### config.mk
export PLATFORM = sky130hd
export DESIGN_NAME = axis_video_timing_ctrl
export DESIGN_NICKNAME = d
export VERILOG_FILES = /design/src/rtl/axis_video_timing_ctrl_pkg.sv /design/src/rtl/axis_video_timing_ctrl_coord.sv /design/src/rtl/axis_video_timing_ctrl.sv
export SDC_FILE = /design/constraint.sdc
export NUM_CORES = 1
export LEC_CHECK = 0
export CAP_MARGIN = 20
export CORE_ASPECT_RATIO = 0.6
export CORE_MARGIN = 2
export CORE_UTILIZATION = 65
export CTS_BUF_LIST = sky130_fd_sc_hd__clkbuf_8
export CTS_CLUSTER_DIAMETER = 30
export CTS_CLUSTER_SIZE = 12
export DETAILED_ROUTE_END_ITERATION = 8
export DONT_BUFFER_PORTS = 1
export PLACE_DENSITY = 0.81
export SYNTH_ARGS = -nofsm -noshare
export SYNTH_HDL_FRONTEND = slang
export SYNTH_SLANG_ARGS = --single-unit
export TNS_END_PERCENT = 1
### constraint.sdc
create_clock -name clk_i -period 6.7 [get_ports clk_i]
set_clock_uncertainty 0.2 [all_clocks]
set_input_delay 1.005 -clock clk_i [delete_from_list [all_inputs] [get_ports clk_i]]
set_output_delay 1.005 -clock clk_i [all_outputs]
set_load 0.01 [all_outputs]
### src/rtl/axis_video_timing_ctrl_pkg.sv
// Shared definitions for the AXI-Stream video timing controller: FSM state
// encoding and the clamp-to-one helper used when frame sizes are latched.
`ifndef AXIS_VIDEO_TIMING_CTRL_PKG_SV
`define AXIS_VIDEO_TIMING_CTRL_PKG_SV

// A programmed size of zero is treated as one pixel/line.
`define AVTC_CLAMP_TO_ONE(v, w) (((v) == '0) ? w'(1) : (v))

package axis_video_timing_ctrl_pkg;

    typedef enum logic [1:0] {
        ST_IDLE     = 2'd0,
        ST_RUN      = 2'd1,
        ST_HBLANK   = 2'd2,
        ST_STOPPING = 2'd3
    } state_t;

endpackage

`endif

### src/rtl/axis_video_timing_ctrl_coord.sv
// video_coord_counter: x/y pixel counter over latched frame dimensions, with
// end-of-line / end-of-frame flags. Advances only on an accepted beat.
module video_coord_counter
    import axis_video_timing_ctrl_pkg::*;
#(
    parameter int COORD_WIDTH = 12
) (
    input  logic                   clk_i,
    input  logic                   rstn_i,
    input  logic                   clear_i,
    input  logic                   load_i,
    input  logic                   en_i,
    input  logic [COORD_WIDTH-1:0] width_i,
    input  logic [COORD_WIDTH-1:0] height_i,
    output logic [COORD_WIDTH-1:0] x_o,
    output logic [COORD_WIDTH-1:0] y_o,
    output logic                   eol_o,
    output logic                   eof_o
);

    logic [COORD_WIDTH-1:0] w_q;
    logic [COORD_WIDTH-1:0] h_q;
    logic [COORD_WIDTH-1:0] x_q;
    logic [COORD_WIDTH-1:0] y_q;

    assign eol_o = (x_q == w_q - COORD_WIDTH'(1));
    assign eof_o = eol_o && (y_q == h_q - COORD_WIDTH'(1));
    assign x_o   = x_q;
    assign y_o   = y_q;

    // NOTE: non-blocking assignments here so that a load and an advance in the
    // same cycle both see the old sizes; the wrap of the finishing frame uses
    // the old W/H while the new ones take effect for the next frame.
    always_ff @(posedge clk_i or negedge rstn_i) begin
        if (!rstn_i) begin
            w_q <= COORD_WIDTH'(1);
            h_q <= COORD_WIDTH'(1);
            x_q <= '0;
            y_q <= '0;
        end else begin
            if (load_i) begin
                w_q <= `AVTC_CLAMP_TO_ONE(width_i, COORD_WIDTH);
                h_q <= `AVTC_CLAMP_TO_ONE(height_i, COORD_WIDTH);
            end
            if (clear_i) begin
                x_q <= '0;
                y_q <= '0;
            end else if (en_i) begin
                if (eol_o) begin
                    x_q <= '0;
                    y_q <= eof_o ? '0 : y_q + COORD_WIDTH'(1);
                end else begin
                    x_q <= x_q + COORD_WIDTH'(1);
                end
            end
        end
    end

endmodule

### src/rtl/axis_video_timing_ctrl.sv
// AXI-Stream video timing controller: run/stop FSM, frame counter and AXIS
// framing. Define VIDEO_TIMING_HBLANK_EN to insert HBLANK_CYCLES idle cycles per line.
module axis_video_timing_ctrl
    import axis_video_timing_ctrl_pkg::*;
#(
    parameter int COORD_WIDTH     = 12,
    parameter int FRAME_CNT_WIDTH = 32,
    parameter int HBLANK_CYCLES   = 16
) (
    input  logic                       clk_i,
    input  logic                       rstn_i,
    input  logic                       start_i,
    input  logic                       stop_i,
    input  logic [COORD_WIDTH-1:0]     width_i,
    input  logic [COORD_WIDTH-1:0]     height_i,
    output logic                       m_axis_tvalid_o,
    input  logic                       m_axis_tready_i,
    output logic                       m_axis_tuser_o,
    output logic                       m_axis_tlast_o,
    output logic [COORD_WIDTH-1:0]     x_o,
    output logic [COORD_WIDTH-1:0]     y_o,
    output logic [FRAME_CNT_WIDTH-1:0] frame_cnt_o,
    output logic                       busy_o
);

`ifdef VIDEO_TIMING_HBLANK_EN
    localparam bit HB_EN = (HBLANK_CYCLES != 0);
`else
    localparam bit HB_EN = 1'b0;
`endif
    localparam int              HB_W    = (HBLANK_CYCLES > 1) ? $clog2(HBLANK_CYCLES) : 1;
    localparam logic [HB_W-1:0] HB_LOAD = (HBLANK_CYCLES > 0) ? HB_W'(HBLANK_CYCLES - 1) : '0;

    state_t                     state;
    logic                       tvalid_q;
    logic                       busy_q;
    logic                       stop_pending;
    logic                       hb_after_eof;
    logic [HB_W-1:0]            hb_cnt;
    logic [FRAME_CNT_WIDTH-1:0] frame_cnt_q;

    logic                       xfer;
    logic                       eol;
    logic                       eof;
    logic                       frame_end;
    logic                       stop_req;
    logic                       start_go;

    assign xfer      = tvalid_q && m_axis_tready_i;
    assign frame_end = xfer && eof;
    // A stop arriving on the frame's final beat still counts for that frame.
    assign stop_req  = stop_pending || stop_i;
    assign start_go  = (state == ST_IDLE) && start_i;

    video_coord_counter #(
        .COORD_WIDTH (COORD_WIDTH)
    ) u_coord (
        .clk_i    (clk_i),
        .rstn_i   (rstn_i),
        .clear_i  (start_go),
        .load_i   (start_go || (frame_end && !stop_req)),
        .en_i     (xfer),
        .width_i  (width_i),
        .height_i (height_i),
        .x_o      (x_o),
        .y_o      (y_o),
        .eol_o    (eol),
        .eof_o    (eof)
    );

    always_ff @(posedge clk_i or negedge rstn_i) begin
        if (!rstn_i) begin
            state        <= ST_IDLE;
            tvalid_q     <= 1'b0;
            busy_q       <= 1'b0;
            stop_pending <= 1'b0;
            hb_after_eof <= 1'b0;
            hb_cnt       <= '0;
            frame_cnt_q  <= '0;
        end else begin
            if (frame_end) frame_cnt_q <= frame_cnt_q + FRAME_CNT_WIDTH'(1);
            case (state)
                ST_IDLE: begin
                    if (start_i) begin
                        state        <= stop_i ? ST_STOPPING : ST_RUN;
                        tvalid_q     <= 1'b1;
                        busy_q       <= 1'b1;
                        stop_pending <= stop_i;
                    end
                end
                ST_RUN, ST_STOPPING: begin
                    if (stop_i) begin
                        stop_pending <= 1'b1;
                        state        <= ST_STOPPING;
                    end
                    if (frame_end && stop_req) begin
                        state        <= ST_IDLE;
                        tvalid_q     <= 1'b0;
                        busy_q       <= 1'b0;
                        stop_pending <= 1'b0;
                    end else if (HB_EN && xfer && eol) begin
                        state        <= ST_HBLANK;
                        tvalid_q     <= 1'b0;
                        hb_cnt       <= HB_LOAD;
                        hb_after_eof <= eof;
                    end
                end
                ST_HBLANK: begin
                    if (stop_i) stop_pending <= 1'b1;
                    if (hb_cnt != '0) begin
                        hb_cnt <= hb_cnt - HB_W'(1);
                    end else if (hb_after_eof && stop_req) begin
                        state        <= ST_IDLE;
                        busy_q       <= 1'b0;
                        stop_pending <= 1'b0;
                    end else begin
                        state    <= stop_req ? ST_STOPPING : ST_RUN;
                        tvalid_q <= 1'b1;
                    end
                end
                default: state <= ST_IDLE;
            endcase
        end
    end

    assign m_axis_tvalid_o = tvalid_q;
    assign m_axis_tuser_o  = tvalid_q && (x_o == '0) && (y_o == '0);
    assign m_axis_tlast_o  = tvalid_q && eol;
    assign frame_cnt_o     = frame_cnt_q;
    assign busy_o          = busy_q;

endmodule

---- After elaboration in Yosys (flattened, before gate mapping) ----
Cells that the tools add are included.
word-level totals
  bits in registers ....................... 89
  word-level logic and storage cells ...... 85
operators by class
  $add $sub $neg .......................... 6
  eq/ne operators ......................... 11
  mux-type cells .......................... 31
  reduce and logical (&&, ||, !) cells .... 27
operator list
  operator               count
  $mux 12                9
  $logic_not 12->1       4
  $add 32x1->32 const B  1
  $add 12x1->12 const B  2
  $eq 12x12->1           2
  $sub 12x1->12 const B  2
  $mux 2                 7
  $mux 1                 11
  $logic_and 1x1->1      10
  $ne 2x2->1 const B     5
  $pmux 1 s3             3
  $reduce_and 4->1       2
  $pmux 2 s3             1
  $eq 2x2->1 const B     2
  $reduce_and 2->1       2
  $reduce_bool 2->1      2
  $reduce_bool 4->1      1
  $sub 4x1->4 const B    1
  $ne 3x3->1 const B     1
  $reduce_and 3->1       1
  $eq 2x1->1 const B     1
  $logic_not 2->1        1
  $logic_or 1x1->1       2
  $reduce_or 2->1        1
  $logic_not 1->1        1

---- Logic depth before layout (Yosys ltp) ----
  depth after elaboration ................. 7
  depth in mapped cells ................... 12
  gate-level depth less buffers ........... 10

---- By module ----
A second synthesis with hierarchy kept.
unflattened totals
  cell total of the unflattened synthesis .. 547
  area, all modules ....................... 5295.1 um2
by module, submodules not included
  module                  times used  cells each  area an instance (um2)
  video_coord_counter     1           355         3221.8
  axis_video_timing_ctrl  1           192         2073.2

---- Least setup slack after synthesis ----
OpenSTA, ideal clock, no wires.
  path kind ............................... reg-to-output
  from .................................... register u_coord.w_q[0]
  to ...................................... output m_axis_tlast_o
  arrival ................................. 2.013 ns
  data required time ...................... 5.495 ns
  setup slack ............................. 3.482 ns
  cell stages (with the launch flop) ...... 8
  buffers on the path ..................... 0
  cell sequence ........................... dfstp_2 inv_1 ha_1 o21ai_0 a21oi_1 or4b_4 nor3_1 and2_1
on the way
  longest elaborated chain between the ends .. 3
ends and longest elaborated chain
  what                      RTL line                            RTL
  start: declaration        axis_video_timing_ctrl_coord.sv:21  logic [COORD_WIDTH-1:0] w_q;
  start signal: assignment  axis_video_timing_ctrl_coord.sv:42  w_q <= `AVTC_CLAMP_TO_ONE(width_i, COORD_WIDTH);
  $sub 12x1->12             axis_video_timing_ctrl_coord.sv:26  assign eol_o = (x_q == w_q - COORD_WIDTH'(1));
  $eq 12x12->1              axis_video_timing_ctrl_coord.sv:26
  $logic_and 1x1->1         axis_video_timing_ctrl.sv:128       assign m_axis_tlast_o = tvalid_q && eol;
  end: declaration          axis_video_timing_ctrl.sv:19        output logic m_axis_tlast_o,
Every way passes these cells.

---- Final worst setup path ----
  from .................................... register u_coord.w_q[0]
  to ...................................... register u_coord.h_q[3]
on the way
  longest elaborated chain between the ends .. 6
ends and longest elaborated chain
  what                    RTL line                            RTL
  $sub 12x1->12           axis_video_timing_ctrl_coord.sv:26
  $eq 12x12->1            axis_video_timing_ctrl_coord.sv:26
  $logic_and 1x1->1       axis_video_timing_ctrl_coord.sv:27  assign eof_o = eol_o && (y_q == h_q - COORD_WIDTH'(1));
  $logic_and 1x1->1       axis_video_timing_ctrl.sv:50        assign frame_end = xfer && eof;
  $logic_and 1x1->1       axis_video_timing_ctrl.sv:61        .load_i (start_go || (frame_end && !stop_req)),
  $logic_or 1x1->1        axis_video_timing_ctrl.sv:61
  end signal: assignment  axis_video_timing_ctrl_coord.sv:43  h_q <= `AVTC_CLAMP_TO_ONE(height_i, COORD_WIDTH);
  end: declaration        axis_video_timing_ctrl_coord.sv:22  logic [COORD_WIDTH-1:0] h_q;
Every way passes these cells.
A chain may end at the register's enable or synchronous reset.

==> flow_metrics.tcl <==
set metrics [dict create \
    status "complete, no violations" \
    clock.fmax_mhz 233 \
    cts.sinks 89 \
    hold_buffers 0 \
    rsz0062_at_grt "no" \
    die-area_um2 8530 \
    setup_viol 0 \
    worstPathArrival_ns 4.34 \
    dr.pass1.iters 5 \
    critPathCaptureType "register" \
    coreArea_um2 7390 \
    io-pin-count 89 \
    gr-total-overflow 0 \
    fin_cells 602 \
    clock_latency_ns 0.37 \
    crit_slowest_cell "and2_1" \
    clockBufferDepth 2 \
    cts_resized 0 \
    worst-path-max-fanout 24 \
    post_dp_cell_area_um2 5100 \
    viasPerCell 6.28 \
    period_minus_slack_ns 4.29 \
    routed_wl_mm 11.3 \
    hold_viol 0 \
    leakage_nw 2.44 \
    grt_max_degree 90 \
    p_per_area_nw_per_um2 237 \
    post_drt_wl_per_cell_um 18.7 \
    grt_first_pass_wirelength_mm 18.5 \
    place_congestion 0.904 \
    clkSlewWorstSetupHoldPaths_ns 0.09 \
    layout_commonest_cell "dfrtp_1" \
    startpoint_type "register" \
    post-cts-setup-buffers 0 \
    yosys_warnings 1 \
    tightest_slew_ns 1.04 \
    die_h_um 72.4 \
    syn_inst 498 \
    synth-seq-area-share_pct 44.1 \
    grt_pass1_vias 3637 \
    portBuffers 0 \
    dp.cells 586 \
    fin_ws_ns 2.41 \
    fin_nets 530 \
    design_area_um2 5310 \
    dpl.hpwl_mm 8.12 \
    crit_path_cell_trace "inv_1 > ha_1 > nor2b_1 > a21boi_0 > o211a_1 > o2bb2ai_2 > nor4_2 > and2_1 > a21oi_4 > mux2_4" \
    slowest_delay_ns 0.87 \
    start_util_pct 68.5 \
    drcViolationCount 0 \
    final_core_util_pct 71.8 \
    drv_slew 0 \
    vdd_drop_max_v 0.000135 \
    avgSynthCellArea_um2 10.2 \
    async_flop_share_pct 100 \
    die-width_um 118 \
    h-tree-depth 3 \
    relSlewSlack_pct 30.4 \
    antenna_left 0 \
    cts_tree "built" \
    area_growth_pct 4.87 \
    final_cell_mix "dfrtp_1 (87), xnor2_1 (46), nor2_1 (45)" \
    drive_above_1_share_pct 11.4 \
    cts_buffers 9 \
    drv_cap 0 \
    fin_crit_sh_pct 64.0 \
    finalSetupTns_ns 0 \
    place_ws_ns 2.52 \
    ys_ff_latch 89 \
    fillers 558 \
    antenna_cells 0 \
    yosys_most_used_dff "dfrtp_1" \
    gr-usage-all-layers_pct 27.9 \
    num_vias 3780 \
    ys_types 57 \
    syn_area_um2 5060 \
    min_path_type "input pin to asynchronous set/reset pin" \
    syn_nets 535 \
    synth_edf_count 0 \
    root_buffer "clkbuf_8" \
    drtIter0Drc 289 \
    fp-row-count 24 \
    antenna_found_initial 0 \
    critPathRequiredTime_ns 6.75 \
    worstSetupPathType "register to register" \
]
==> layout make-up <==
cell class                 instances  area (µm²)  area share (%)
clock buffer                      11         151            2.85
tap                              104         130            2.45
inverter                          15        56.3            1.06
multi-input combinational        378        2690            50.6
sequential                        89        2230            42.0
clock inverter                     5        55.1            1.04
==> cell families (layout without fill, tap and decap cells) <==
family                   Yosys count  after routing  share of synthesized area (%)
AO/OA/AOI/OAI                     50             50                           6.72
XOR/XNOR                          74             74                           13.0
adder cells (fa/ha/maj)            8              8                           1.98
buffers and inverters             31             31                           2.89
flip-flops                        89             89                           44.1
multiplexers                      27             27                           7.27
AND/OR/NAND/NOR                  219            219                           24.1
==> metrics by stage <==
| stage | hold WS [ns] | power [mW] |
|---|---|---|
| 2_1_floorplan | 0.268 | 0.824 |
| 3_3_place_gp | 0.292 | 0.870 |
| 3_5_place_dp | 0.302 | 0.881 |
| 4_1_cts | 0.104 | 1.26 |
| 5_1_grt | 0.0945 | 1.32 |
| 6_report | 0.118 | 1.26 |
==> report_power, final <==
| group | leakage [nW] | internal [mW] | switching [mW] |
|---|---|---|---|
| registers | 1.18 | 0.572 | 0.0930 |
| clock network | 0.107 | 0.191 | 0.191 |
| logic | 1.15 | 0.102 | 0.110 |
==> routing by layer <==
layer,global-route usage (%),wire length [µm]
met1,39.3,5090
met2,41.7,4980
met3,9.36,1020
met4,8.43,182
met5,0,0
==> state kept, by name, summed over array words and instances, names as in the netlist, 2 cells and up <==
signal and cells:
u_coord.x_o 12, u_coord.h_q 12, u_coord.w_q 12, hb_cnt 4, u_coord.y_o 12, frame_cnt_o 32, state 2
==> synth_stat cells (all sizes together), types with 3 or more instances <==
cell,number,share of area [%]
nor2,45,3.3
nor3,23,2.5
a31oi,9,1.1
nand3,21,2.1
nand4,19,2.5
inv,15,1.1
xor2,27,4.7
mux2,24,6.7
mux2i,3,0.59
buf,8,1.2
xnor2,47,8.3
nor2b,5,0.62
or3,4,0.69
nor3b,3,0.44
nand3b,8,1.4
nand2,31,2.3
or2,3,0.37
and2,6,0.74
dfrtp,87,43
and3,15,1.9
clkbuf,8,0.59
ha,8,2.0
nor4,18,2.3
and4,3,0.52
nand2b,6,0.74
a21oi,14,1.6
o21ai,11,1.1
==> critical path: cells and delay by family, from the launching register on <==
family | cells | cell delay [ns]
multiplexers | 1 | 0.43
adder cells (fa/ha/maj) | 1 | 0.23
flip-flops | 1 | 0.56
AO/OA/AOI/OAI | 4 | 1.16
AND/OR/NAND/NOR | 3 | 1.50
buffers and inverters | 1 | 0.06
==> path summary, 6_finish.rpt <==
check | depth (start not counted) | to | from | slack [ns]
min in group clk_i | 1 | hb_cnt[3]$_DFFE_PN0P_ | hb_cnt[3]$_DFFE_PN0P_ | 0.32
worst min-delay path | 0 | u_coord.y_o[8]$_DFFE_PN0P_ | rstn_i | 0.12
max in group asynchronous | 0 | u_coord.w_q[0]$_DFFE_PN1P_ | rstn_i | 5.98
worst max register to register | 10 | u_coord.h_q[3]$_DFFE_PN0P_ | u_coord.w_q[0]$_DFFE_PN1P_ | 2.41
worst min register to register | 1 | hb_cnt[3]$_DFFE_PN0P_ | hb_cnt[3]$_DFFE_PN0P_ | 0.32
worst max-delay path | 10 | u_coord.h_q[3]$_DFFE_PN0P_ | u_coord.w_q[0]$_DFFE_PN1P_ | 2.41
Power figures use the tool's default switching activity.
